[src/rtl/cache_axi_bridge_pkg.sv]
// Shared definitions for the cache-to-AXI4 bridge.
//   - cache request type encodings (word / 4-word line)
//   - fixed AXI burst attributes for a 32-bit bus
//   - read and write FSM state enums
//   - burst_len(): AXI LEN field for a cache request type
package cache_axi_pkg;

  localparam logic [2:0] RD_WORD   = 3'b010;
  localparam logic [2:0] RD_LINE   = 3'b100;
  localparam logic [1:0] AXI_INCR  = 2'b01;
  localparam logic [2:0] AXI_SIZE4 = 3'b010;

  typedef enum logic [1:0] {
    RIdle,
    RAr,
    RData
  } rd_state_e;

  typedef enum logic [1:0] {
    WIdle,
    WAw,
    WData,
    WB
  } wr_state_e;

  // A line is four 32-bit beats; anything else is a single beat.
  function automatic logic [7:0] burst_len(input logic [2:0] req_type);
    return (req_type == RD_LINE) ? 8'd3 : 8'd0;
  endfunction

endpackage

[src/rtl/cache_axi_bridge_if.sv]
// Bundle of the cache miss-side request/return signals and the AXI4 master channels.
//   master: bridge view (consumes cache requests, drives AXI AR/AW/W, RREADY/BREADY)
//   slave : environment view (cache plus AXI interconnect)
interface cache_axi_bridge_if;

  // Cache read side
  logic         rd_req;
  logic [2:0]   rd_type;
  logic [31:0]  rd_addr;
  logic         rd_rdy;
  logic         ret_valid;
  logic         ret_last;
  logic [31:0]  ret_data;
  // Cache write side
  logic         wr_req;
  logic [2:0]   wr_type;
  logic [31:0]  wr_addr;
  logic [3:0]   wr_wstrb;
  logic [127:0] wr_data;
  logic         wr_rdy;
  // AXI AR
  logic [3:0]   arid;
  logic [31:0]  araddr;
  logic [7:0]   arlen;
  logic [2:0]   arsize;
  logic [1:0]   arburst;
  logic         arvalid;
  logic         arready;
  // AXI R
  logic [3:0]   rid;
  logic [31:0]  rdata;
  logic [1:0]   rresp;
  logic         rlast;
  logic         rvalid;
  logic         rready;
  // AXI AW
  logic [3:0]   awid;
  logic [31:0]  awaddr;
  logic [7:0]   awlen;
  logic [2:0]   awsize;
  logic [1:0]   awburst;
  logic         awvalid;
  logic         awready;
  // AXI W
  logic [3:0]   wid;
  logic [31:0]  wdata;
  logic [3:0]   wstrb;
  logic         wlast;
  logic         wvalid;
  logic         wready;
  // AXI B
  logic [3:0]   bid;
  logic [1:0]   bresp;
  logic         bvalid;
  logic         bready;

  modport master (
    input  rd_req, rd_type, rd_addr,
    output rd_rdy, ret_valid, ret_last, ret_data,
    input  wr_req, wr_type, wr_addr, wr_wstrb, wr_data,
    output wr_rdy,
    output arid, araddr, arlen, arsize, arburst, arvalid,
    input  arready,
    input  rid, rdata, rresp, rlast, rvalid,
    output rready,
    output awid, awaddr, awlen, awsize, awburst, awvalid,
    input  awready,
    output wid, wdata, wstrb, wlast, wvalid,
    input  wready,
    input  bid, bresp, bvalid,
    output bready
  );

  modport slave (
    output rd_req, rd_type, rd_addr,
    input  rd_rdy, ret_valid, ret_last, ret_data,
    output wr_req, wr_type, wr_addr, wr_wstrb, wr_data,
    input  wr_rdy,
    input  arid, araddr, arlen, arsize, arburst, arvalid,
    output arready,
    output rid, rdata, rresp, rlast, rvalid,
    input  rready,
    input  awid, awaddr, awlen, awsize, awburst, awvalid,
    output awready,
    input  wid, wdata, wstrb, wlast, wvalid,
    output wready,
    output bid, bresp, bvalid,
    input  bready
  );

endinterface

[src/rtl/cache_axi_bridge_wr_engine.sv]
// Write buffer plus AW/W/B sequencing for the cache-to-AXI bridge.
// One write in flight: the cache request is captured whole in W_IDLE, then issued as an
// AW beat, 1 or 4 W beats and a B wait.
// Ports:
//   clk, reset            clock, synchronous active-high reset
//   wr_*_i / wr_rdy_o     cache write request and buffer-empty indication
//   aw*_o / awready_i     AXI AW channel
//   w*_o / wready_i       AXI W channel
//   bvalid_i / bready_o   AXI B channel (id/resp are not needed here)
//   busy_o, wbuf_line_o   buffer occupied and its line address, for read hazard checks
module axi_wr_engine
  import cache_axi_pkg::*;
#(
  parameter logic [3:0] WR_ID = 4'd1
) (
  input  logic         clk,
  input  logic         reset,
  input  logic         wr_req_i,
  input  logic [2:0]   wr_type_i,
  input  logic [31:0]  wr_addr_i,
  input  logic [3:0]   wr_wstrb_i,
  input  logic [127:0] wr_data_i,
  output logic         wr_rdy_o,
  output logic [3:0]   awid_o,
  output logic [31:0]  awaddr_o,
  output logic [7:0]   awlen_o,
  output logic [2:0]   awsize_o,
  output logic [1:0]   awburst_o,
  output logic         awvalid_o,
  input  logic         awready_i,
  output logic [3:0]   wid_o,
  output logic [31:0]  wdata_o,
  output logic [3:0]   wstrb_o,
  output logic         wlast_o,
  output logic         wvalid_o,
  input  logic         wready_i,
  input  logic         bvalid_i,
  output logic         bready_o,
  output logic         busy_o,
  output logic [27:0]  wbuf_line_o
);

  wr_state_e    state_q, state_d;
  logic [31:0]  addr_q;
  logic [2:0]   type_q;
  logic [3:0]   strb_q;
  logic [127:0] data_q;
  logic [1:0]   wcnt_q;

  logic       is_line;
  logic       last_beat;
  logic [1:0] word_sel;

  assign is_line     = (type_q == RD_LINE);
  assign last_beat   = is_line ? (wcnt_q == 2'd3) : 1'b1;
  // Line bursts walk the buffer; a word write sends the word its address points at.
  assign word_sel    = is_line ? wcnt_q : addr_q[3:2];
  assign busy_o      = (state_q != WIdle);
  assign wbuf_line_o = addr_q[31:4];

  always_ff @(posedge clk) begin
    if (reset) begin
      state_q <= WIdle;
    end else begin
      state_q <= state_d;
    end
  end

  always_comb begin
    state_d = state_q;
    unique case (state_q)
      WIdle:   if (wr_req_i)              state_d = WAw;
      WAw:     if (awready_i)             state_d = WData;
      WData:   if (wready_i && last_beat) state_d = WB;
      WB:      if (bvalid_i)              state_d = WIdle;
      default:                            state_d = WIdle;
    endcase
  end

  // Buffer capture and beat counter; wcnt wraps 3 -> 0 only on the final line beat.
  always_ff @(posedge clk) begin
    if (reset) begin
      addr_q <= '0;
      type_q <= '0;
      strb_q <= '0;
      data_q <= '0;
      wcnt_q <= '0;
    end else if (state_q == WIdle && wr_req_i) begin
      addr_q <= wr_addr_i;
      type_q <= wr_type_i;
      strb_q <= wr_wstrb_i;
      data_q <= wr_data_i;
      wcnt_q <= '0;
    end else if (state_q == WData && wready_i) begin
      wcnt_q <= wcnt_q + 2'd1;
    end
  end

  always_comb begin
    wr_rdy_o  = 1'b0;
    awid_o    = '0;
    awaddr_o  = '0;
    awlen_o   = '0;
    awsize_o  = '0;
    awburst_o = '0;
    awvalid_o = 1'b0;
    wid_o     = '0;
    wdata_o   = '0;
    wstrb_o   = '0;
    wlast_o   = 1'b0;
    wvalid_o  = 1'b0;
    bready_o  = 1'b0;
    unique case (state_q)
      WIdle: wr_rdy_o = !reset;
      WAw: begin
        awvalid_o = 1'b1;
        awid_o    = WR_ID;
        awaddr_o  = is_line ? {addr_q[31:4], 4'b0} : addr_q;
        awlen_o   = burst_len(type_q);
        awsize_o  = AXI_SIZE4;
        awburst_o = AXI_INCR;
      end
      WData: begin
        wvalid_o = 1'b1;
        wid_o    = WR_ID;
        wdata_o  = data_q[{word_sel, 5'b0} +: 32];
        wstrb_o  = is_line ? 4'hF : strb_q;
        wlast_o  = last_beat;
      end
      WB:      bready_o = 1'b1;
      default: ;
    endcase
  end

  // The cache must only pulse wr_req while wr_rdy is high.
  wr_req_only_when_idle_a: assert property (@(posedge clk) disable iff (reset)
    wr_req_i |-> (state_q == WIdle));

endmodule

[src/rtl/cache_axi_bridge.sv]
// Converts data-cache miss requests into AXI4 master transactions on a 32-bit bus.
// The read path (AR/R) lives here; the write path is axi_wr_engine. One read and one write
// may be outstanding together; a read to the line held in the write buffer waits until
// that write's B response has been taken.
// Ports:
//   clk, reset  clock, synchronous active-high reset
//   bus_io      cache request/return signals and AXI channels (master view)
module cache_axi_bridge
  import cache_axi_pkg::*;
#(
  parameter logic [3:0] RD_ID = 4'd0,
  parameter logic [3:0] WR_ID = 4'd1
) (
  input logic                  clk,
  input logic                  reset,
  cache_axi_bridge_if.master   bus_io
);

  rd_state_e   rstate_q, rstate_d;
  logic [31:0] raddr_q;
  logic [2:0]  rtype_q;

  logic        wr_busy;
  logic [27:0] wbuf_line;
  logic        conflict;
  logic        rd_rdy;
  logic        rd_fire;

  // Compared against the registered buffer, so a same-cycle write to the line is not seen.
  assign conflict = wr_busy && (bus_io.rd_addr[31:4] == wbuf_line);
  assign rd_rdy   = (rstate_q == RIdle) && !reset && !conflict;
  assign rd_fire  = bus_io.rd_req && rd_rdy;

  always_ff @(posedge clk) begin
    if (reset) begin
      rstate_q <= RIdle;
    end else begin
      rstate_q <= rstate_d;
    end
  end

  always_comb begin
    rstate_d = rstate_q;
    unique case (rstate_q)
      RIdle:   if (rd_fire)                        rstate_d = RAr;
      RAr:     if (bus_io.arready)                 rstate_d = RData;
      RData:   if (bus_io.rvalid && bus_io.rlast)  rstate_d = RIdle;
      default:                                     rstate_d = RIdle;
    endcase
  end

  always_ff @(posedge clk) begin
    if (reset) begin
      raddr_q <= '0;
      rtype_q <= '0;
    end else if (rd_fire) begin
      raddr_q <= bus_io.rd_addr;
      rtype_q <= bus_io.rd_type;
    end
  end

  // R beats pass straight through to the cache with no buffering.
  always_comb begin
    bus_io.rd_rdy    = rd_rdy;
    bus_io.arid      = '0;
    bus_io.araddr    = '0;
    bus_io.arlen     = '0;
    bus_io.arsize    = '0;
    bus_io.arburst   = '0;
    bus_io.arvalid   = 1'b0;
    bus_io.rready    = 1'b0;
    bus_io.ret_valid = 1'b0;
    bus_io.ret_last  = 1'b0;
    bus_io.ret_data  = '0;
    unique case (rstate_q)
      RAr: begin
        bus_io.arvalid = 1'b1;
        bus_io.arid    = RD_ID;
        bus_io.araddr  = raddr_q;
        bus_io.arlen   = burst_len(rtype_q);
        bus_io.arsize  = AXI_SIZE4;
        bus_io.arburst = AXI_INCR;
      end
      RData: begin
        bus_io.rready    = 1'b1;
        bus_io.ret_valid = bus_io.rvalid;
        bus_io.ret_last  = bus_io.rvalid && bus_io.rlast;
        bus_io.ret_data  = bus_io.rdata;
      end
      default: ;
    endcase
  end

  // Response id/status carry nothing the cache can act on.
  logic unused_resp;
  assign unused_resp = ^{bus_io.rid, bus_io.rresp, bus_io.bid, bus_io.bresp};

  axi_wr_engine #(
    .WR_ID (WR_ID)
  ) u_wr_engine (
    .clk         (clk),
    .reset       (reset),
    .wr_req_i    (bus_io.wr_req),
    .wr_type_i   (bus_io.wr_type),
    .wr_addr_i   (bus_io.wr_addr),
    .wr_wstrb_i  (bus_io.wr_wstrb),
    .wr_data_i   (bus_io.wr_data),
    .wr_rdy_o    (bus_io.wr_rdy),
    .awid_o      (bus_io.awid),
    .awaddr_o    (bus_io.awaddr),
    .awlen_o     (bus_io.awlen),
    .awsize_o    (bus_io.awsize),
    .awburst_o   (bus_io.awburst),
    .awvalid_o   (bus_io.awvalid),
    .awready_i   (bus_io.awready),
    .wid_o       (bus_io.wid),
    .wdata_o     (bus_io.wdata),
    .wstrb_o     (bus_io.wstrb),
    .wlast_o     (bus_io.wlast),
    .wvalid_o    (bus_io.wvalid),
    .wready_i    (bus_io.wready),
    .bvalid_i    (bus_io.bvalid),
    .bready_o    (bus_io.bready),
    .busy_o      (wr_busy),
    .wbuf_line_o (wbuf_line)
  );

endmodule

[src/flat_wrapper.sv]
// flat-port wrapper written by rule: the top's interface ports become plain ports
module cache_axi_bridge_flat import cache_axi_pkg::*;
#(
  parameter logic [3:0] RD_ID = 4'd0,
  parameter logic [3:0] WR_ID = 4'd1
)
  (clk, reset, bus_io_rd_req, bus_io_rd_type, bus_io_rd_addr, bus_io_rd_rdy, bus_io_ret_valid, bus_io_ret_last, bus_io_ret_data, bus_io_wr_req, bus_io_wr_type, bus_io_wr_addr, bus_io_wr_wstrb, bus_io_wr_data, bus_io_wr_rdy, bus_io_arid, bus_io_araddr, bus_io_arlen, bus_io_arsize, bus_io_arburst, bus_io_arvalid, bus_io_arready, bus_io_rid, bus_io_rdata, bus_io_rresp, bus_io_rlast, bus_io_rvalid, bus_io_rready, bus_io_awid, bus_io_awaddr, bus_io_awlen, bus_io_awsize, bus_io_awburst, bus_io_awvalid, bus_io_awready, bus_io_wid, bus_io_wdata, bus_io_wstrb, bus_io_wlast, bus_io_wvalid, bus_io_wready, bus_io_bid, bus_io_bresp, bus_io_bvalid, bus_io_bready);
  cache_axi_bridge_if bus_io_i ();
  input logic clk;
  input logic reset;
  input wire logic [$bits(bus_io_i.rd_req)-1:0] bus_io_rd_req;
  input wire logic [$bits(bus_io_i.rd_type)-1:0] bus_io_rd_type;
  input wire logic [$bits(bus_io_i.rd_addr)-1:0] bus_io_rd_addr;
  output wire logic [$bits(bus_io_i.rd_rdy)-1:0] bus_io_rd_rdy;
  output wire logic [$bits(bus_io_i.ret_valid)-1:0] bus_io_ret_valid;
  output wire logic [$bits(bus_io_i.ret_last)-1:0] bus_io_ret_last;
  output wire logic [$bits(bus_io_i.ret_data)-1:0] bus_io_ret_data;
  input wire logic [$bits(bus_io_i.wr_req)-1:0] bus_io_wr_req;
  input wire logic [$bits(bus_io_i.wr_type)-1:0] bus_io_wr_type;
  input wire logic [$bits(bus_io_i.wr_addr)-1:0] bus_io_wr_addr;
  input wire logic [$bits(bus_io_i.wr_wstrb)-1:0] bus_io_wr_wstrb;
  input wire logic [$bits(bus_io_i.wr_data)-1:0] bus_io_wr_data;
  output wire logic [$bits(bus_io_i.wr_rdy)-1:0] bus_io_wr_rdy;
  output wire logic [$bits(bus_io_i.arid)-1:0] bus_io_arid;
  output wire logic [$bits(bus_io_i.araddr)-1:0] bus_io_araddr;
  output wire logic [$bits(bus_io_i.arlen)-1:0] bus_io_arlen;
  output wire logic [$bits(bus_io_i.arsize)-1:0] bus_io_arsize;
  output wire logic [$bits(bus_io_i.arburst)-1:0] bus_io_arburst;
  output wire logic [$bits(bus_io_i.arvalid)-1:0] bus_io_arvalid;
  input wire logic [$bits(bus_io_i.arready)-1:0] bus_io_arready;
  input wire logic [$bits(bus_io_i.rid)-1:0] bus_io_rid;
  input wire logic [$bits(bus_io_i.rdata)-1:0] bus_io_rdata;
  input wire logic [$bits(bus_io_i.rresp)-1:0] bus_io_rresp;
  input wire logic [$bits(bus_io_i.rlast)-1:0] bus_io_rlast;
  input wire logic [$bits(bus_io_i.rvalid)-1:0] bus_io_rvalid;
  output wire logic [$bits(bus_io_i.rready)-1:0] bus_io_rready;
  output wire logic [$bits(bus_io_i.awid)-1:0] bus_io_awid;
  output wire logic [$bits(bus_io_i.awaddr)-1:0] bus_io_awaddr;
  output wire logic [$bits(bus_io_i.awlen)-1:0] bus_io_awlen;
  output wire logic [$bits(bus_io_i.awsize)-1:0] bus_io_awsize;
  output wire logic [$bits(bus_io_i.awburst)-1:0] bus_io_awburst;
  output wire logic [$bits(bus_io_i.awvalid)-1:0] bus_io_awvalid;
  input wire logic [$bits(bus_io_i.awready)-1:0] bus_io_awready;
  output wire logic [$bits(bus_io_i.wid)-1:0] bus_io_wid;
  output wire logic [$bits(bus_io_i.wdata)-1:0] bus_io_wdata;
  output wire logic [$bits(bus_io_i.wstrb)-1:0] bus_io_wstrb;
  output wire logic [$bits(bus_io_i.wlast)-1:0] bus_io_wlast;
  output wire logic [$bits(bus_io_i.wvalid)-1:0] bus_io_wvalid;
  input wire logic [$bits(bus_io_i.wready)-1:0] bus_io_wready;
  input wire logic [$bits(bus_io_i.bid)-1:0] bus_io_bid;
  input wire logic [$bits(bus_io_i.bresp)-1:0] bus_io_bresp;
  input wire logic [$bits(bus_io_i.bvalid)-1:0] bus_io_bvalid;
  output wire logic [$bits(bus_io_i.bready)-1:0] bus_io_bready;
  assign bus_io_i.rd_req = bus_io_rd_req;
  assign bus_io_i.rd_type = bus_io_rd_type;
  assign bus_io_i.rd_addr = bus_io_rd_addr;
  assign bus_io_rd_rdy = bus_io_i.rd_rdy;
  assign bus_io_ret_valid = bus_io_i.ret_valid;
  assign bus_io_ret_last = bus_io_i.ret_last;
  assign bus_io_ret_data = bus_io_i.ret_data;
  assign bus_io_i.wr_req = bus_io_wr_req;
  assign bus_io_i.wr_type = bus_io_wr_type;
  assign bus_io_i.wr_addr = bus_io_wr_addr;
  assign bus_io_i.wr_wstrb = bus_io_wr_wstrb;
  assign bus_io_i.wr_data = bus_io_wr_data;
  assign bus_io_wr_rdy = bus_io_i.wr_rdy;
  assign bus_io_arid = bus_io_i.arid;
  assign bus_io_araddr = bus_io_i.araddr;
  assign bus_io_arlen = bus_io_i.arlen;
  assign bus_io_arsize = bus_io_i.arsize;
  assign bus_io_arburst = bus_io_i.arburst;
  assign bus_io_arvalid = bus_io_i.arvalid;
  assign bus_io_i.arready = bus_io_arready;
  assign bus_io_i.rid = bus_io_rid;
  assign bus_io_i.rdata = bus_io_rdata;
  assign bus_io_i.rresp = bus_io_rresp;
  assign bus_io_i.rlast = bus_io_rlast;
  assign bus_io_i.rvalid = bus_io_rvalid;
  assign bus_io_rready = bus_io_i.rready;
  assign bus_io_awid = bus_io_i.awid;
  assign bus_io_awaddr = bus_io_i.awaddr;
  assign bus_io_awlen = bus_io_i.awlen;
  assign bus_io_awsize = bus_io_i.awsize;
  assign bus_io_awburst = bus_io_i.awburst;
  assign bus_io_awvalid = bus_io_i.awvalid;
  assign bus_io_i.awready = bus_io_awready;
  assign bus_io_wid = bus_io_i.wid;
  assign bus_io_wdata = bus_io_i.wdata;
  assign bus_io_wstrb = bus_io_i.wstrb;
  assign bus_io_wlast = bus_io_i.wlast;
  assign bus_io_wvalid = bus_io_i.wvalid;
  assign bus_io_i.wready = bus_io_wready;
  assign bus_io_i.bid = bus_io_bid;
  assign bus_io_i.bresp = bus_io_bresp;
  assign bus_io_i.bvalid = bus_io_bvalid;
  assign bus_io_bready = bus_io_i.bready;
  cache_axi_bridge #(.RD_ID(RD_ID), .WR_ID(WR_ID)) u_core (.clk(clk), .reset(reset), .bus_io(bus_io_i));
endmodule
[config.mk]
export PLATFORM = sky130hd
export DESIGN_NAME = cache_axi_bridge_flat
export DESIGN_NICKNAME = d
export VERILOG_FILES = /design/src/rtl/cache_axi_bridge_pkg.sv /design/src/rtl/cache_axi_bridge_if.sv /design/src/rtl/cache_axi_bridge_wr_engine.sv /design/src/rtl/cache_axi_bridge.sv /design/src/flat_wrapper.sv
export SDC_FILE = /design/constraint.sdc
export NUM_CORES = 1
export LEC_CHECK = 0
export ABC_AREA = 1
export BUFFER_PORTS_ARGS = -buffer_cell sky130_fd_sc_hd__buf_2
export CAP_MARGIN = 10
export CORE_AREA = 2 2 171 173
export CTS_CLUSTER_DIAMETER = 120
export CTS_CLUSTER_SIZE = 14
export DETAILED_ROUTE_END_ITERATION = 16
export DIE_AREA = 0 0 173 175
export HOLD_SLACK_MARGIN = 0.12
export PLACE_DENSITY_LB_ADDON = 0.15
export SYNTH_ARGS = -nofsm -noshare
export SYNTH_HDL_FRONTEND = slang
export SYNTH_HIERARCHICAL = 1
export SYNTH_SLANG_ARGS = --single-unit
[constraint.sdc]
create_clock -name clk -period 1.69 [get_ports clk]
set_clock_uncertainty 0.1 [all_clocks]
set_input_delay 0.169 -clock clk [delete_from_list [all_inputs] [get_ports clk]]
set_output_delay 0.169 -clock clk [all_outputs]
set_load 0.005 [all_outputs]
==> results of run 1 <==
-- placed cells by master, fill, tap and decap left out, drive strengths merged, types with 6 or more instances in the layout --
| cell | n |
|---|---|
| clkinv | 7 |
| nor2 | 206 |
| conb | 28 |
| nand3 | 167 |
| dlygate4sd3 | 210 |
| nand2 | 221 |
| o21ai | 171 |
| dfxtp | 208 |
| ha | 6 |
| a21oi | 167 |
| inv | 337 |
| buf | 554 |
| nand4 | 35 |
| clkbuf | 31 |
-- power by group through the flow --
stage	Combinational (uW)	Sequential (uW)	Clock (uW)
finish	13600	6720	3860
global route	14600	6840	4100
CTS	11500	6650	3940
detailed placement	9230	6730	0
global placement	9170	6700	0
floorplan	5640	6620	0
-- per-stage QoR --
step	worst slack (ns)	area, sq um	util [%]
2_1_floorplan	-0.0553	11300	-
3_5_place_dp	-0.287	13900	49.1
6_report	-0.686	19600	69.0
3_3_place_gp	-0.293	13900	49.1
4_1_cts	-0.646	17800	62.7
5_1_grt	-0.767	19600	69.0
-- cells by family after synthesis --
family                     after synthesis
and+or+nand+nor                        635
buffers and inverters                  519
AOI/OAI and AO/OA                      343
DFF                                    208
xor gates and xnor gates                 6
adders and majority gates                6
other                                    2
-- final cells by class --
type	instances	area [sq um]
diodes	2	5.00
clock buffers	19	464
clock inverters	1	16.3
fillers	2249	8800
inverters	344	1330
multi-input cells	1018	6460
flip-flops and latches	208	4180
well taps	384	480
repair buffers	776	6660
-- per-layer routing --
| layer | vias up | track usage, % |
|---|---|---|
| met2 | 622 | 51.4 |
| met5 | - | 0 |
| met4 | 0 | 11.3 |
| met1 | 6278 | 31.1 |
| li1 | 6542 | - |
| met3 | 142 | 4.13 |
-- worst max path at each step --
stage                                             start                end  slack, ns  depth (start not counted)
after global routing       u_core/u_wr_engine/type_q[0]   bus_io_wdata[10]      -0.77                          9
final                      u_core/u_wr_engine/type_q[0]   bus_io_wdata[10]      -0.69                          9
after floorplan           u_core/u_wr_engine/state_q[0]  u_core/raddr_q[1]      -0.06                         14
after global placement     u_core/u_wr_engine/type_q[0]   bus_io_wdata[15]      -0.29                          7
after detailed placement   u_core/u_wr_engine/type_q[0]   bus_io_wdata[15]      -0.29                          7
after CTS                  u_core/u_wr_engine/type_q[0]   bus_io_wdata[29]      -0.65                          9
-- flip-flops by register name (all words and copies together), names as in the netlist, 3 cells and up --
register	cells
u_core/raddr_q	32
u_core/rtype_q	3
u_core/u_wr_engine/addr_q	32
u_core/u_wr_engine/data_q	128
u_core/u_wr_engine/strb_q	4
u_core/u_wr_engine/type_q	3
-- worst min-delay path, delay by kind of cell --
family	cells	cell delay (ns)
and+or+nand+nor	3	0.23
AOI/OAI and AO/OA	1	0.05
buffers and inverters	2	0.26
-- synthesized netlist by cell type --
cell type  count
inv_1        326
nand2_1      209
dfxtp_1      208
nor2_1       203
a21oi_1      167
nand3_1      166
o21ai_0      164
buf_4         77
clkbuf_1      54
nand4_1       35
buf_2         26
clkinv_1      11
nand2_2       10
buf_6          9
buf_1          8
inv_2          7
ha_1           6
o21ai_1        5
xnor2_1        3
xor2_1         3
conb_1         2
nand2_4        2
nor2_2         2
nor3_1         2
a211oi_1       1
a21boi_0       1
a21boi_1       1
buf_8          1
nand3_4        1
nand3b_1       1
nor2_4         1
nor3_4         1
nor4_1         1
o21ai_2        1
o21ai_4        1
o21bai_1       1
o22ai_1        1
or2_2          1
-- what timing repair did --
item	in CTS	in global routing
endpoints found under the setup margin	183	249
hold endpoints to repair	208	0
pin swaps	68	104
cloned	13	12
hold buffers	210	0
resized for setup	211	370
buffers inserted	20	29
==> flow_summary.json, run 1 <==
{
  "port_buffers": 395,
  "cp.arrival_ns": 2.11,
  "dr.pass1.iters": 5,
  "top_layer": "met4",
  "seqPwrFrac_pct": 27.8,
  "num_io_pins": 436,
  "leakagePower_uw": 0.00966,
  "fin_crit_sh_pct": 141,
  "combPwrFrac_pct": 56.3,
  "overflow": 0,
  "wl_met1_mm": 17.6,
  "drtIter0Drc": 1136,
  "drc": 0,
  "yosys.area_share.simple_pct": 24.8,
  "final.setup.tns_ns": -57.22,
  "die_w_microns": 173,
  "pwr-share-clk_pct": 15.9,
  "peakVddDrop_mv": 0.888,
  "antenna_left": 0,
  "gr-usage-all-layers_pct": 27.5,
  "rsz0062_at_grt": "true",
  "synthesis.area_sq_um": 11200,
  "r2r-end": "u_core/raddr_q[16]",
  "tritoncts": "done",
  "rows": 62,
  "p_per_area_nw_per_um2": 1240,
  "synth_cell_types": 38,
  "max_freq_mhz": 421,
  "drv_slew": 0,
  "yosys.area_share.adder_pct": 0.673,
  "crit_path_top_delay_cell": "dfxtp_2",
  "wl_met3_mm": 3.09,
  "worstSetupStartpointType": "flop",
  "critPathMostFrequentCell": "nand3_2",
  "clk_latency_ns": 0.51,
  "critical_path_class": "reg -> out",
  "rrSetupSlack_ns": -0.49,
  "cts_made_buffers": 18,
  "end_kind": "primary output",
  "layout-drive-gt1-share_pct": 40.1,
  "final_cells": 2752,
  "path_clk_slew_ns": 0.07,
  "crit_buf_inv": 4,
  "critical_path.top_delay_family": "buffers and inverters",
  "syn_avg_cell_area_sq_um": 6.49,
  "ctsRootBufferMaster": "clkbuf_16",
  "initial_utilization_pct": 39.3,
  "fp.dieH_microns": 175,
  "yosys_warnings": 6,
  "fin_nets": 2628,
  "avgViaCountPerCell": 4.94,
  "status": "finished, violations left",
  "ff2ff_path_depth": 14,
  "ys_ff_latch": 208,
  "clock-sinks": 208,
  "synthXorXnorAreaFrac_pct": 0.471,
  "die-area_sq_um": 30300,
  "place_inst": 2458,
  "min_period_ns": 2.38,
  "reg2reg_from": "u_core/u_wr_engine/addr_q[11]",
  "cts_buffer_depth": 3,
  "yosysSeqAreaShare_pct": 37.3,
  "required_ns": 1.42,
  "failed_checks": "negative setup slack",
  "switching_share_pct": 41.5,
  "crit_chain": "nor2_4 > buf_6 > nand3_4 > buf_12 > buf_8 > nand3_2 > nand3_2 > a21oi_2 > buf_2",
  "syn-instance-count": 1719,
  "crit_fanout": 8,
  "routabilityCongestion": 0.950,
  "antenna_found_initial": 1,
  "setup_viol": 183,
  "synth_top_area_share_pct": 37.3,
  "area_delta_synth_final_pct": 75.6,
  "min_delay_path_depth": 6,
  "grt_pass1_vias": 12500,
  "fin_ws_ns": -0.686,
  "hold_viol_final": 0,
  "synth.area.mux_share_pct": 0,
  "p_switching_uw": 10100,
  "routed_wl_mm": 48.5,
  "hp-class": "in -> reg",
  "wl_per_cell_microns": 17.6,
  "power.total_uw": 24200,
  "internal-power_uw": 14200,
  "num_vias": 13600,
  "hpwl_mm": 29.5,
  "max_cap_violations": 0,
  "route.met2.wl_mm": 25.2,
  "min_from": "bus_io_bvalid",
  "yosys-top-cells-area": "dfxtp_1 (37%), inv_1 (11%), a21oi_1 (7.5%)",
  "hold_end": "u_core/u_wr_engine/state_q[1]",
  "htree_num_levels": 1,
  "synth_largest_area_cell": "dfxtp_1",
  "cp_slowest_stage_delay_ns": 0.34,
  "grt_pass1_wl_mm": 66.3,
  "core-area_sq_um": 28400,
  "whs_ns": 0.158,
  "synth_compound_gate_area_share_pct": 15.6,
  "synth_top_family_by_area": "simple AND/OR/NAND/NOR gates",
  "grt_max_degree": 52
}
No activity file was read; power rests on OpenSTA's default activity.
==> run 2, diff against run 1 <==
--- a/config.mk
+++ b/config.mk
@@ -7,6 +7,5 @@
 export LEC_CHECK = 0
-export ABC_AREA = 1
 export BUFFER_PORTS_ARGS = -buffer_cell sky130_fd_sc_hd__buf_2
 export CAP_MARGIN = 10
-export CORE_AREA = 2 2 171 173
+export CORE_AREA = 2 2 172 174
 export CTS_CLUSTER_DIAMETER = 120
@@ -14,3 +13,3 @@
 export DETAILED_ROUTE_END_ITERATION = 16
-export DIE_AREA = 0 0 173 175
+export DIE_AREA = 0 0 174 176
 export HOLD_SLACK_MARGIN = 0.12
--- a/constraint.sdc
+++ b/constraint.sdc
@@ -4,2 +4,2 @@
 set_output_delay 0.169 -clock clk [all_outputs]
-set_load 0.005 [all_outputs]
+set_load 0.01 [all_outputs]
==> run 2 against run 1 <==
Against the previous run: the run still ends with negative setup slack left; design area shrank 4.4%; synthesized cell count shrank 16%; via count shrank 7.4%; setup slack lost 0.093 ns; wire length grew 1.8%; fmax shrank 3.8%; critical endpoint is now bus_io_rd_rdy; largest power group unchanged.
==> flow_summary.json, run 2 <==
{
  "status": "finished, violations left",
  "failed_checks": "negative setup slack",
  "layout_commonest_cell": "nand2_1",
  "hold_viol_final": 0,
  "switching_share_pct": 37.2,
  "routed_wl_mm": 49.4,
  "setup_viol": 188,
  "ff2ff_path_depth": 7,
  "rows": 62,
  "ys.flop_type": "dfxtp_1",
  "power.total_uw": 20000,
  "end_kind": "primary output",
  "hpwl_mm": 26.4,
  "place_area_sq_um": 13800,
  "num_vias": 12600,
  "min_delay_path_depth": 4,
  "fin_crit_sh_pct": 146,
  "drc": 0,
  "fill_cells": 2267,
  "hp-class": "in -> reg",
  "antenna_found_initial": 2,
  "synthesis.area_sq_um": 11300,
  "routabilityCongestion": 0.832,
  "max_flop_register": "u_core/u_wr_engine/data_q",
  "leakagePower_uw": 0.00823,
  "drtIter0Drc": 935,
  "r2r-end": "u_core/raddr_q[13]",
  "ys_ff_latch": 208,
  "grt_pass1_wl_mm": 65.0,
  "mostFrequentLayoutCells": "nand2_1 (400), buf_2 (292), dlygate4sd3_1 (209)",
  "avgViaCountPerCell": 5.15,
  "fin_nets": 2317,
  "reg2reg_from": "u_core/u_wr_engine/addr_q[11]",
  "gr-usage-all-layers_pct": 26.7,
  "port_buffers": 395,
  "synth_cell_types": 36,
  "ctsRootBufferMaster": "clkbuf_16",
  "synth_top_area_share_pct": 36.8,
  "yosys-top-cells-area": "dfxtp_1 (37%), nand2_1 (13%), a21oi_1 (8.9%)",
  "antenna_left": 0,
  "path_clk_slew_ns": 0.08,
  "crit_fanout": 2,
  "fp.dieH_microns": 176,
  "die-area_sq_um": 30600,
  "fin_ws_ns": -0.779,
  "synth_largest_area_cell": "dfxtp_1",
  "synth_most_common_cell": "nand2_1",
  "synthTopCellsByCount": "nand2_1 (402), dfxtp_1 (208), a21oi_1 (200)",
  "worstSetupStartpointType": "flop",
  "layout-drive-gt1-share_pct": 35.7,
  "route.met2.wl_mm": 24.9,
  "grt_pass1_vias": 12100,
  "min_from": "bus_io_awready",
  "whs_ns": 0.142,
  "drv_slew": 0,
  "syn-instance-count": 1436,
  "syn_avg_cell_area_sq_um": 7.87,
  "yosysSeqAreaShare_pct": 36.8,
  "critical_path_class": "reg -> out",
  "p_per_area_nw_per_um2": 1070,
  "htree_num_levels": 1,
  "min_period_ns": 2.47,
  "pwr-share-clk_pct": 19.6,
  "peakVddDrop_mv": 0.588,
  "clock-sinks": 208,
  "rrSetupSlack_ns": -0.76,
  "grt_max_degree": 78,
  "internal-power_uw": 12600,
  "initial_utilization_pct": 39.6,
  "largest_reg_flops": 128,
  "area_delta_synth_final_pct": 65.8,
  "dr.pass1.iters": 5,
  "wl_met3_mm": 2.86,
  "post-route-cell-area_sq_um": 18700,
  "max_freq_mhz": 405,
  "combPwrFrac_pct": 48.4,
  "cts_made_buffers": 18,
  "seqPwrFrac_pct": 32.0,
  "tritoncts": "done",
  "hold_end": "u_core/u_wr_engine/state_q[0]",
  "core-area_sq_um": 28500,
  "async_flop_share_pct": 0,
  "clk_latency_ns": 0.50,
  "top_regs": "u_core/u_wr_engine/data_q: 128 flops, u_core/raddr_q: 32 flops, u_core/u_wr_engine/addr_q: 32 flops",
  "required_ns": 1.42,
  "wl_met1_mm": 18.7,
  "synth_edf_count": 0,
  "overflow": 0,
  "p_switching_uw": 7440,
  "cts_buffer_depth": 3,
  "wl_per_cell_microns": 20.2,
  "max_cap_violations": 0,
  "num_io_pins": 436,
  "slew_headroom_pct": 32.3,
  "yosys_warnings": 6,
  "worstMarginPinSlew_ns": 1.01,
  "top_layer": "met4",
  "die_w_microns": 174,
  "cp.arrival_ns": 2.20,
  "rsz0062_at_grt": "true"
}
==> run 2: changes by cell type in the layout (fill, tap and decap cells not counted), sizes merged, moves of 99 or more <==
cell and delta:
nand3 -166, nor2 -201, o21ai -171, inv -332, nand2 +181, mux2i +99
==> run 2: area by class of cell <==
class | instances | area, sq um | area share, %
Timing Repair Buffer | 750 | 6790 | 36.2
Multi-Input combinational cell | 1072 | 6760 | 36.1
Sequential cell | 208 | 4190 | 22.4
Clock buffer | 22 | 497 | 2.65
Tap cell | 384 | 480 | 2.56
Inverter | 5 | 21.3 | 0.114
Antenna cell | 2 | 5.00 | 0.0267
==> run 2: kinds of logic (layout without fill, tap and decap cells) <==
kind of cell / after synthesis / count (layout) / synth area share (%)
simple gates: 599 / 601 / 24.2
fa+ha+maj: 6 / 6 / 0.664
flops: 208 / 208 / 36.8
xor+xnor: 29 / 29 / 2.25
compound gates: 274 / 274 / 14.6
mux: 134 / 134 / 12.3
other cells: 2 / 30 / 0.0665
buf+inv: 184 / 777 / 9.08
==> run 2: per-stage QoR <==
stage                     utilization, %  TNS, ns  setup slack [ns]  cells
final                               65.6   -78.03            -0.779   2443
after global routing                65.6   -84.68            -0.815   2443
after CTS                           61.3   -68.42            -0.740   2409
after detailed placement            48.3   -31.83            -0.536   2144
after global placement              48.3   -30.30            -0.524   2144
after floorplan                        -   -17.14            -0.510   1462
==> run 2: worst max-delay path by stage <==
| stage | startpoint | endpoint | cells after the start |
|---|---|---|---|
| after floorplan | u_core/u_wr_engine/addr_q[15] | u_core/raddr_q[0] | 7 |
| after global placement | u_core/u_wr_engine/addr_q[7] | u_core/raddr_q[10] | 7 |
| after detailed placement | u_core/u_wr_engine/addr_q[7] | u_core/raddr_q[25] | 7 |
| after CTS | u_core/u_wr_engine/type_q[1] | bus_io_wdata[26] | 7 |
| after global routing | u_core/u_wr_engine/type_q[2] | bus_io_wdata[20] | 7 |
| final | u_core/u_wr_engine/addr_q[11] | bus_io_rd_rdy | 5 |
==> run 2: metal layers <==
metal | track usage [%] | vias up
li1 | - | 5934
met3 | 3.88 | 155
met2 | 48.7 | 563
met1 | 30.1 | 5930
met4 | 14.1 | 0
met5 | 0 | -
==> run 2: power groups by stage <==
stage	logic, uW	registers (uW)	clock network [uW]
2_1_floorplan	4460	6260	0
3_3_place_gp	6620	6400	0
3_5_place_dp	6650	6450	0
4_1_cts	8580	6350	3990
5_1_grt	10300	6490	4160
6_report	9680	6400	3920
==> run 2: repair_timing <==
item	in CTS	in global routing
setup endpoints to repair	186	240
hold buffers	208	2
setup buffers	22	22
resized for setup	138	198
endpoints found under the hold margin	208	22
gates cloned	14	19
pin swaps	35	65
==> run 2: critical path, stage by stage (launching register included) <==
cell and delay [ns]:
dfxtp_2 0.34, xnor2_2 0.17, nand4_1 0.21, or4_4 0.62
o21a_1 0.22, buf_2 0.15
==> run 3, diff against run 2 <==
Settings changed: ABC_AREA from default to 1, CORE_AREA 2 2 172 174 to 2 2 171 173, DIE_AREA 0 0 174 176 to 0 0 173 175.
==> run 3 against run 2 <==
Against the previous run: first-iteration DRC count up 14%; critical path type unchanged; non-clock buffer count up 16; power increased by 18%; final cell count up 12%; wire length is 0.27% higher; fmax up 3.5%; critical path depth is 5 higher; sequential share of layout area down 0.79 points; largest cell class unchanged; sequential power rose by 5.0%; the run still ends with negative setup slack left.
==> flow_summary.json, run 3 (synthesized netlist as in run 1, its figures left out) <==
{
  "status": "finished, violations left",
  "failed_checks": "negative setup slack",
  "routabilityCongestion": 0.920,
  "peakVddDrop_mv": 0.786,
  "cp_slowest_stage_delay_ns": 0.34,
  "crit_path_top_delay_cell": "dfxtp_2",
  "combPwrFrac_pct": 55.5,
  "gr-usage-all-layers_pct": 28.3,
  "setup_viol": 166,
  "post-route-cell-area_sq_um": 19400,
  "cts_made_buffers": 18,
  "wl_per_cell_microns": 18.1,
  "r2r-end": "u_core/raddr_q[30]",
  "fin_nets": 2618,
  "largest_reg_flops": 128,
  "ff2ff_path_depth": 16,
  "layout-drive-gt1-share_pct": 37.3,
  "layout_commonest_cell": "buf_2",
  "max_cap_violations": 0,
  "fp.dieH_microns": 175,
  "hold_end": "u_core/u_wr_engine/data_q[89]",
  "grt_pass1_vias": 12700,
  "antenna_found_initial": 2,
  "num_vias": 13700,
  "end_kind": "primary output",
  "crit_buf_inv": 3,
  "rows": 62,
  "worstSetupStartpointType": "flop",
  "initial_utilization_pct": 39.3,
  "top_regs": "u_core/u_wr_engine/data_q: 128 flops, u_core/raddr_q: 32 flops, u_core/u_wr_engine/addr_q: 32 flops",
  "min_delay_path_depth": 4,
  "area_delta_synth_final_pct": 73.6,
  "grt_max_degree": 74,
  "drv_slew": 0,
  "core-area_sq_um": 28400,
  "leakagePower_uw": 0.00938,
  "max_flop_register": "u_core/u_wr_engine/data_q",
  "grt_pass1_wl_mm": 67.6,
  "drc": 0,
  "p_per_area_nw_per_um2": 1220,
  "dr.pass1.iters": 7,
  "pwr-share-clk_pct": 16.2,
  "tritoncts": "done",
  "post-route-util_pct": 68.2,
  "hp-class": "in -> reg",
  "final_cells": 2742,
  "hpwl_mm": 30.4,
  "port_buffers": 395,
  "rsz0062_at_grt": "true",
  "min_period_ns": 2.39,
  "switching_share_pct": 41.6,
  "drtIter0Drc": 1063,
  "min_from": "reset",
  "crit_fanout": 8,
  "num_io_pins": 436,
  "cp.arrival_ns": 2.12,
  "whs_ns": 0.161,
  "crit_chain": "nor2_4 > nand2_4 > nand2_8 > nand2_8 > buf_12 > buf_12 > nand2_4 > nand3_2 > a21oi_2 > buf_2",
  "place_inst": 2460,
  "seqPwrFrac_pct": 28.4,
  "clock-sinks": 208,
  "fin_ws_ns": -0.695,
  "reg2reg_from": "u_core/u_wr_engine/state_q[1]",
  "die_w_microns": 173,
  "fin_crit_sh_pct": 141,
  "required_ns": 1.42,
  "avgViaCountPerCell": 5.00,
  "mostFrequentLayoutCells": "buf_2 (309), inv_1 (273), dlygate4sd3_1 (210)",
  "p_switching_uw": 9850,
  "internal-power_uw": 13800,
  "fill_cells": 2234,
  "hold_viol_final": 0,
  "clk_latency_ns": 0.51,
  "ctsRootBufferMaster": "clkbuf_16",
  "path_clk_slew_ns": 0.06,
  "rrSetupSlack_ns": -0.37,
  "max_freq_mhz": 419,
  "critical_path.top_delay_family": "simple AND/OR/NAND/NOR gates",
  "die-area_sq_um": 30300,
  "routed_wl_mm": 49.6,
  "htree_num_levels": 1,
  "cts_buffer_depth": 3,
  "critical_path_class": "reg -> out",
  "antenna_left": 0,
  "place_area_sq_um": 13900,
  "overflow": 0
}
## run 3: cell count changes in the layout (fill, tap and decap cells not counted), sizes merged, moves of 33 or more
| cell | before | now |
|---|---|---|
| a21oi | 200 | 167 |
| and2 | 96 | 0 |
| inv | 5 | 336 |
| mux2 | 35 | 0 |
| mux2i | 99 | 0 |
| nand2 | 402 | 221 |
| nand3 | 1 | 167 |
| nor2 | 5 | 206 |
| nor2b | 72 | 0 |
| o21ai | 0 | 171 |
## run 3: metal layers
| layer | track usage, % | share of wire [%] | vias up |
|---|---|---|---|
| met5 | 0 | 0 | - |
| met2 | 52.9 | 52 | 686 |
| met4 | 15.3 | 6.5 | 0 |
| li1 | - | - | 6513 |
| met1 | 30.4 | 35 | 6364 |
| met3 | 4.46 | 7.1 | 140 |
## run 3: timing repair
| item | in CTS | in global routing |
|---|---|---|
| hold buffers | 209 | 1 |
| gates resized for setup | 184 | 376 |
| cloned | 10 | 15 |
| setup buffers | 25 | 15 |
| endpoints found under the hold margin | 208 | 2 |
| pin swaps | 17 | 60 |
| endpoints found under the setup margin | 184 | 216 |
## run 3: final cells by class
type	instances	area, sq um	share of cell area (%)
clock inverter	1	16.3	0.0839
inverter	344	1310	6.75
clock buffer	19	464	2.40
multi-input combinational	1018	6090	31.4
antenna	2	5.00	0.0258
sequential	208	4180	21.6
tap	384	480	2.48
timing repair buffer	766	6830	35.3
## run 3: tightest hold or removal path: cells and delay by family
kind | cells | cell delay [ns]
buffers and inverters | 2 | 0.36
AO/OA/AOI/OAI | 2 | 0.17
## run 3: worst max-delay path by stage
stage | startpoint | to | slack (ns) | cells past startpoint
3_3_place_gp | u_core/u_wr_engine/type_q[0] | bus_io_wdata[19] | -0.33 | 7
6_report | u_core/u_wr_engine/type_q[0] | bus_io_wdata[17] | -0.70 | 10
2_1_floorplan | u_core/u_wr_engine/state_q[0] | u_core/raddr_q[1] | -0.06 | 14
3_5_place_dp | u_core/u_wr_engine/type_q[0] | bus_io_wdata[19] | -0.37 | 7
4_1_cts | u_core/u_wr_engine/type_q[1] | bus_io_wdata[24] | -0.65 | 9
5_1_grt | u_core/u_wr_engine/type_q[0] | bus_io_wdata[10] | -0.76 | 9
## run 3: stage by stage
step | setup TNS, ns | power (uW) | worst slack, ns
after floorplan | -1.58 | 12400 | -0.0553
after global placement | -13.12 | 15800 | -0.327
after detailed placement | -15.18 | 15900 | -0.369
after CTS | -53.23 | 21800 | -0.654
after global routing | -66.03 | 24900 | -0.758
final | -53.92 | 23700 | -0.695
## run 3: power groups by stage
stage | registers [uW] | logic, uW | clock network [uW]
after CTS | 6640 | 11200 | 3910
after floorplan | 6620 | 5820 | 0
final | 6720 | 13100 | 3830
after detailed placement | 6740 | 9140 | 0
after global routing | 6830 | 14000 | 4080
after global placement | 6710 | 9040 | 0
